<file path="src/rtl/p_div_if.sv">
// p_div_if: request/response bundle for the packed divider.
//   valid  - request, held with stable operands until ready
//   ready  - single-cycle completion strobe
//   div/rem - result select (exactly one set)
//   pw     - one-hot pack width (bit0=32 .. bit4=2)
//   crs1/crs2 - packed dividends / divisors
//   result - packed quotients or remainders, valid while ready
interface p_div_if;
    logic        valid;
    logic        ready;
    logic        div;
    logic        rem;
    logic [4:0]  pw;
    logic [31:0] crs1;
    logic [31:0] crs2;
    logic [31:0] result;

    modport master (output valid, div, rem, pw, crs1, crs2, input ready, result);
    modport slave  (input valid, div, rem, pw, crs1, crs2, output ready, result);
endinterface

</file>
<file path="src/rtl/p_div.sv">
// p_div: iterative packed unsigned divider / remainder unit.
// Restoring shift-subtract; every lane retires one quotient bit per cycle
// through one 32-bit subtractor whose borrow chain is cut at lane boundaries.
// Ports:
//   clock  - core clock
//   resetn - asynchronous active-low reset
//   bus    - p_div_if slave (valid/ready handshake, operands, result)
module p_div (
    input  logic    clock,
    input  logic    resetn,
    p_div_if.slave  bus
);
    logic [5:0]  count;
    logic [31:0] r_q;     // packed partial remainders
    logic [31:0] q_q;     // packed dividend/quotient shift register

    logic [5:0]  w;       // lane width
    logic [4:0]  wm1;     // lane width - 1, doubles as in-lane bit mask
    logic        legal;
    logic        done;
    logic [31:0] qw;
    logic [31:0] slow;    // low W bits of S per lane
    logic [31:0] diff;    // low W bits of T per lane
    logic [31:0] lbit;    // quotient bit, valid at each lane MSB position
    logic [31:0] rn;
    logic [31:0] qn;

    always_comb begin
        w     = 6'd32;
        wm1   = 5'd31;
        legal = 1'b1;
        case (bus.pw)
            5'b00001: begin w = 6'd32; wm1 = 5'd31; end
            5'b00010: begin w = 6'd16; wm1 = 5'd15; end
            5'b00100: begin w = 6'd8;  wm1 = 5'd7;  end
            5'b01000: begin w = 6'd4;  wm1 = 5'd3;  end
            5'b10000: begin w = 6'd2;  wm1 = 5'd1;  end
            default:  legal = 1'b0;
        endcase
        if (bus.div == bus.rem) legal = 1'b0;
    end

    // No load cycle: the first iteration reads the dividend directly.
    assign qw = (count == 6'd0) ? bus.crs1 : q_q;

    // >= rather than == so that operands changed mid-operation (e.g. a
    // narrower pw) still terminate instead of overshooting forever.
    assign done = legal ? (count >= w) : 1'b1;

    assign bus.ready  = resetn & bus.valid & done;
    assign bus.result = (bus.ready & legal) ? (bus.div ? q_q : r_q) : 32'd0;

    // Packed subtract: S_low - D per lane. The top bit of S is R_lane[W-1];
    // T has no borrow when that bit is set or the low part did not borrow.
    always_comb begin
        logic [4:0] idx;
        logic [4:0] top;
        logic       lsb;
        logic       s;
        logic       bi;
        logic       b;
        slow = '0;
        diff = '0;
        lbit = '0;
        rn   = '0;
        qn   = '0;
        b    = 1'b0;
        for (int i = 0; i < 32; i++) begin
            idx = 5'(i);
            lsb = ((idx & wm1) == 5'd0);
            s   = lsb ? qw[idx | wm1] : r_q[idx - 5'd1];
            bi  = lsb ? 1'b0 : b;
            slow[i] = s;
            diff[i] = s ^ bus.crs2[i] ^ bi;
            b       = (~s & bus.crs2[i]) | (~(s ^ bus.crs2[i]) & bi);
            if ((idx & wm1) == wm1)
                lbit[i] = r_q[i] | ~b;
        end
        for (int i = 0; i < 32; i++) begin
            idx = 5'(i);
            top = idx | wm1;
            lsb = ((idx & wm1) == 5'd0);
            rn[i] = lbit[top] ? diff[i] : slow[i];
            qn[i] = lsb ? lbit[top] : qw[idx - 5'd1];
        end
    end

    always_ff @(posedge clock or negedge resetn) begin
        if (!resetn) begin
            count <= 6'd0;
            r_q   <= '0;
            q_q   <= '0;
        end else if (!bus.valid || done) begin
            // abort, completion, or illegal request: ready for a fresh op
            count <= 6'd0;
            r_q   <= '0;
            q_q   <= '0;
        end else begin
            count <= count + 6'd1;
            r_q   <= rn;
            q_q   <= qn;
        end
    end
endmodule
</file>
<file path="src/flat_wrapper.sv">
// flat-port wrapper written by rule: the top's interface ports become plain ports
module p_div_flat 
  (clock, resetn, bus_valid, bus_div, bus_rem, bus_pw, bus_crs1, bus_crs2, bus_ready, bus_result);
  p_div_if bus_i ();
  input  logic clock;
  input  logic resetn;
  input wire logic [$bits(bus_i.valid)-1:0] bus_valid;
  input wire logic [$bits(bus_i.div)-1:0] bus_div;
  input wire logic [$bits(bus_i.rem)-1:0] bus_rem;
  input wire logic [$bits(bus_i.pw)-1:0] bus_pw;
  input wire logic [$bits(bus_i.crs1)-1:0] bus_crs1;
  input wire logic [$bits(bus_i.crs2)-1:0] bus_crs2;
  output wire logic [$bits(bus_i.ready)-1:0] bus_ready;
  output wire logic [$bits(bus_i.result)-1:0] bus_result;
  assign bus_i.valid = bus_valid;
  assign bus_i.div = bus_div;
  assign bus_i.rem = bus_rem;
  assign bus_i.pw = bus_pw;
  assign bus_i.crs1 = bus_crs1;
  assign bus_i.crs2 = bus_crs2;
  assign bus_ready = bus_i.ready;
  assign bus_result = bus_i.result;
  p_div u_core (.clock(clock), .resetn(resetn), .bus(bus_i));
endmodule
</file>
<file path="config.mk">
export PLATFORM = sky130hd
export DESIGN_NAME = p_div_flat
export DESIGN_NICKNAME = d
export VERILOG_FILES = /design/src/rtl/p_div_if.sv /design/src/rtl/p_div.sv /design/src/flat_wrapper.sv
export SDC_FILE = /design/constraint.sdc
export NUM_CORES = 1
export LEC_CHECK = 0
export CAP_MARGIN = 20
export CORE_MARGIN = 1
export CORE_UTILIZATION = 40
export CTS_BUF_LIST = sky130_fd_sc_hd__clkbuf_2 sky130_fd_sc_hd__clkbuf_4 sky130_fd_sc_hd__clkbuf_8
export CTS_CLUSTER_DIAMETER = 60
export DETAILED_ROUTE_END_ITERATION = 16
export SETUP_SLACK_MARGIN = 0.05
export SYNTH_ARGS = -nofsm -noshare
export SYNTH_HDL_FRONTEND = slang
export SYNTH_SLANG_ARGS = --single-unit
</file>
<file path="constraint.sdc">
create_clock -name clock -period 24.6 [get_ports clock]
set_input_delay 3.69 -clock clock [delete_from_list [all_inputs] [get_ports clock]]
set_output_delay 3.69 -clock clock [all_outputs]
set_load 0.05 [all_outputs]
</file>
* Word level (Yosys, flattened, before mapping) *
Cells that the tools add are included.

word-level totals
  register bits after elaboration = 70
  output and inout bits = 33

operators by class
  add/sub/neg operators = 1
  order comparisons = 32
  equal/unequal tests = 6
  mux-type cells = 291
  bitwise logic cells = 287
  reductions and logical operators = 60

operator list
  cell                                                                   count
  1-bit two-way mux                                                      231
  5-bit by 6-bit < comparator with 1-bit output (second input constant)  31
  32-bit two-way mux                                                     5
  5-bit logical NOT                                                      31
  1-bit inverter                                                         95
  1-bit bitwise AND                                                      66
  1-bit bitwise OR                                                       63
  1-bit bitwise XOR                                                      63
  1-bit binary-select mux with 3-bit select                              20
  1-bit binary-select mux with 2-bit select                              20
  1-bit binary-select mux with 4-bit select                              10
  3-bit logical NOT                                                      10
  6-bit case mux with 4 select lines                                     1
  2-bit logical NOT                                                      10
  4-bit logical NOT                                                      5
  5-bit case mux with 4 select lines                                     1
  1-bit binary-select mux with 5-bit select                              2
  6-bit by 1-bit adder with 6-bit output (second input constant)         1
  6-bit >= comparator                                                    1
  6-bit logical NOT                                                      1
  6-bit two-way mux                                                      1
  5-bit by 1-bit == test with 1-bit output (second input constant)       1
  5-bit by 2-bit == test with 1-bit output (second input constant)       1
  5-bit by 3-bit == test with 1-bit output (second input constant)       1
  6 further kinds                                                        6

* Depth between registers and ports, before layout *
  depth in word-level cells = 105
  depth in mapped cells = 62

* Worst setup path before layout *
OpenSTA, ideal clock, no wires.

  kind = input to register
  start = in bus_pw[4]
  end = reg u_core.r_q[14]
  library setup time = 72 ps
  arrival = 20392 ps
  required time = 24528 ps
  setup slack = 4136 ps
  stages = 60
  path buffers = 1
  cells stage by stage = buf_2 > or4b_4 > nor2_2 > a32oi_1 > a22oi_1 > o31ai_1 > ha_1 > fa_1 > inv_1 > nor2_1 > fa_1 > fa_1 > and2_1 > fa_1 > fa_1 > and2_1 > fa_1 > fa_1 > [24 not listed] > fa_1 > and3_1 > fa_1 > fa_1 > and2_1 > fa_1 > fa_1 > and2_1 > fa_1 > fa_1 > and2_1 > fa_1 > fa_1 > nor2b_1 > nand4_1 > a21boi_1 > mux2_2 > nor2_1

on the way
  word-level cells in the longest chain between the ends = 105

RTL lines
  what                                                                                                    line                      text
  start: declaration                                                                                      flat_wrapper.sv:10        input wire logic [$bits(bus_i.pw)-1:0] bus_pw;
  5-bit == test, or another cell as far along                                                             p_div.sv:32               case (bus.pw)
  5-bit case mux with 4 select lines                                                                      p_div.sv:32
  1-bit binary-select mux with 5-bit select or 1-bit binary-select mux with 4-bit select (tied branches)  p_div.sv:71               s = lsb ? qw[idx | wm1] : r_q[idx - 5'd1];
  1-bit two-way mux (implied by the code)                                                                 p_div.sv:71
  1-bit inverter or 1-bit two-way mux (tied branches)                                                     p_div.sv:75, p_div.sv:71
  1-bit bitwise AND or 1-bit bitwise XOR (tied branches)                                                  p_div.sv:75               b = (~s & bus.crs2[i]) | (~(s ^ bus.crs2[i]) & bi);
  1-bit two-way mux or 1-bit inverter (tied branches)                                                     p_div.sv:72, p_div.sv:75
  1-bit bitwise AND                                                                                       p_div.sv:75
  [89 not listed]                                                                                         n/a
  1-bit bitwise AND                                                                                       p_div.sv:75
  1-bit bitwise OR                                                                                        p_div.sv:75
  1-bit inverter                                                                                          p_div.sv:77               lbit[i] = r_q[i] | ~b;
  1-bit bitwise OR                                                                                        p_div.sv:77
  1-bit binary-select mux with 2-bit select                                                               p_div.sv:83               rn[i] = lbit[top] ? diff[i] : slow[i];
  1-bit two-way mux (implied by the code)                                                                 p_div.sv:83
  1-bit two-way mux                                                                                       p_div.sv:83
  32-bit two-way mux (*)                                                                                  p_div.sv:93               end else if (!bus.valid || done) begin
  end signal: assignment                                                                                  p_div.sv:100              r_q <= rn;
  end: declaration                                                                                        p_div.sv:14               logic [31:0] r_q;

Every way passes the cells marked *; elsewhere a longest branch is shown, timed or not. The select of a mux whose other input is x is not followed.

* Worst setup path in the final report *
  start = in bus_pw[3]
  end = reg u_core.r_q[14]

Same word-level chain as after synthesis.

==> flow_metrics.py <==
metrics = {
    "run_status": {
        "outcome": "finished clean",
    },
    "global_routing": {
        "first_global_vias": 4864,
        "grt_pass1_wl_um": 26200,
        "antenna_found_initial": 0,
        "gr-usage-met2_pct": 38.7,
        "busiest_layer": "met2",
        "grt_use_total_pct": 24.2,
        "grtUsageMet1_pct": 32.5,
        "grt_max_degree": 57,
        "use_met3_pct": 4.36,
        "grt_overflow": 0,
    },
    "route": {
        "antenna_left": 0,
        "drt_wl_total_um": 16300,
        "drt_pre_antenna_iters": 5,
        "drc": 0,
        "drt_iter0_markers": 306,
        "via_count": 4767,
        "vias_per_cell": 5.56,
        "avgRoutedWirePerCell_um": 19.1,
    },
    "cells_and_area": {
        "fin_cells": 857,
        "final_util_pct": 51.9,
        "fin_area_um2": 6910,
        "n_antenna_cell": 0,
        "fill_cells": 1243,
        "seq_area_um2": 1750,
        "nets": 789,
        "area_growth_pct": 25.9,
        "multi_input_area_um2": 3430,
        "drive_gt1_share_pct": 8.66,
    },
    "synth": {
        "synthDistinctLibCells": 73,
        "syn_avg_cell_area_um2": 9.37,
        "ys_ff_latch": 70,
        "yosysSeqAreaShare_pct": 31.9,
        "yosys.area.top_type": "dfrtp_1",
        "synthAdderAreaFrac_pct": 13.1,
        "synth_top_family_by_area": "simple AND/OR/NAND/NOR gates",
        "synthSimpleGateAreaFrac_pct": 19.4,
        "synth.most_common_cell": "nor2_1",
        "synth_edf_count": 0,
        "yosysWarnings": 0,
        "yosys.area_share.xor_xnor_pct": 1.28,
        "netlist_area_um2": 5480,
        "synth-main-ff-cell": "dfrtp_1",
        "synthTopCellsByArea": "dfrtp_1 (32%), fa_1 (11%), mux2i_1 (10%), nor2_1 (5.0%), a211oi_1 (4.4%)",
        "syn_inst": 585,
        "synth-compound-area-share_pct": 16.3,
        "synth_top_area_share_pct": 31.9,
        "synthTopCellsByCount": "nor2_1 (73), dfrtp_1 (70), nand2_1 (57)",
        "ys_async_sr_fraction_pct": 100,
        "synth.mux.area_fraction_pct": 12.3,
        "synth_fp_nets": 698,
    },
    "cts": {
        "cts_resized": 0,
        "cts.clk_slew.worst_paths_ns": 0.07,
        "cts_hold_buf": 0,
        "cts_tree": "built",
        "cts_max_path_buffers": 2,
        "htreeDepth": 3,
        "root_buffer": "clkbuf_8",
        "cts_buffers": 9,
        "cts.sinks": 70,
        "cts_setup_buffers": 0,
        "insertion_delay_ns": 0.37,
    },
    "floorplan": {
        "die_area_um2": 14200,
        "ios": 107,
        "num_rows": 42,
        "die_w_um": 119,
        "initial_core_util_pct": 41.2,
        "core_um2": 13300,
        "die_h_um": 119,
    },
    "timing": {
        "layout_min_cycle_time_ns": 21.91,
        "slew-limit-headroom_pct": 22.7,
        "setup_viol": 0,
        "setup_tns_ns": 0,
        "rsz0062_at_grt": "no",
        "fmax_ghz": 0.0456,
        "finalCritPeriodShare_pct": 89.1,
        "worst_pin_slew_ns": 1.15,
        "drv_slew": 0,
        "skew_ns": 0.00875,
        "setup_slack_ns": 2.69,
        "timing.final.hold_violations": 0,
    },
    "placement": {
        "gp_congestion": 0.888,
        "place_area_um2": 6650,
        "portBuffers": 106,
        "hpwl_um": 11900,
        "post-place-ws_ns": 2.40,
        "dp.cells": 841,
    },
    "worst_setup_path": {
        "regToRegSetupSlack_ns": 5.67,
        "reg2reg_from": "u_core.count[1]",
        "cp_common_cell": "fa_1",
        "critPathMaxFanout": 8,
        "slowest_delay_ns": 0.72,
        "end_kind": "flop",
        "startpoint": "bus_pw[3]",
        "r2r-end": "u_core.r_q[14]",
        "critical_path_required_ns": 24.89,
        "reg2reg_depth": 62,
        "critical-path-slowest-cell": "clkdlybuf4s50_1",
        "startpoint_type": "primary input",
        "critPathCapture": "u_core.r_q[14]",
        "critical_path_class": "in -> reg",
        "worstPathArrival_ns": 22.21,
    },
    "power_and_ir_drop": {
        "vdd_drop_max_mv": 0.0259,
        "powerDensity_nw_per_um2": 42.1,
        "p_leak_nw": 2.78,
    },
    "hold_path": {
        "min_path_type": "reg -> reg",
    },
    "job": {
        "cap_violations": 0,
    },
}
-- through the flow --
stage	hold WS [ns]	total power [mW]
after floorplan	0.467	0.147
after global placement	0.501	0.171
after detailed placement	0.509	0.172
after CTS	0.519	0.294
after global routing	0.541	0.303
final	0.517	0.291
-- power by group --
group	switching [mW]	internal [mW]
Combinational	0.0284	0.0243
Clock	0.0457	0.0753
Sequential	0.000840	0.116
Total	0.0749	0.216
-- per-layer routing --
metal	wire, µm	share of wire, %
met2	7720	47
met5	0	0
met1	7430	45
met3	787	4.8
met4	391	2.4
-- how the worst min path moves through the flow --
stage / from / end / cells past startpoint
global placement: u_core.count[0] / u_core.count[0] / 1
detailed placement: u_core.count[0] / u_core.count[0] / 1
floorplan: u_core.count[0] / u_core.count[0] / 1
global route: u_core.count[0] / u_core.count[0] / 1
finish: u_core.count[0] / u_core.count[0] / 1
CTS: u_core.count[0] / u_core.count[0] / 1
-- cell usage in the layout, fill, tap and decap left out, drive strengths merged, types with 4 or more instances in the layout --
cell / count
mux2: 6
clkbuf: 13
or3: 4
a21oi: 40
nor2: 75
dfrtp: 70
buf: 12
xnor2: 5
nand3: 10
o31ai: 4
nand2b: 8
o21ai: 13
nor2b: 14
mux2i: 56
nor3b: 7
fa: 31
nand2: 57
inv: 31
ha: 8
a211oi: 33
and3: 5
and2: 16
clkdlybuf4s50: 104
-- cells by family after synthesis --
kind of cell	count (synthesis)
buffers and inverters	67
AOI/OAI and AO/OA	122
and+or+nand+nor	215
DFF	70
xor gates and xnor gates	8
adders and majority gates	39
muxes	64
-- cell type report --
cell class	instances	share of cell area, %
clock buffer	13	2.41
tap	176	3.19
clock inverter	3	1.30
inverter	31	1.69
multi-input combinational	448	49.7
sequential	70	25.4
timing repair buffer	116	16.3
-- worst max-delay path, delay by kind of cell --
kind                       cells  cell delay (ns)
adders and majority gates     32            12.65
buffers and inverters          3             0.89
and+or+nand+nor               20             3.77
muxes                          1             0.37
AOI/OAI and AO/OA              4             0.82
-- flip-flops by register name (all words and copies together) (netlist names) --
signal        flops
u_core.count      6
u_core.q_q       32
u_core.r_q       32
No activity file was read; power rests on OpenSTA's default activity.
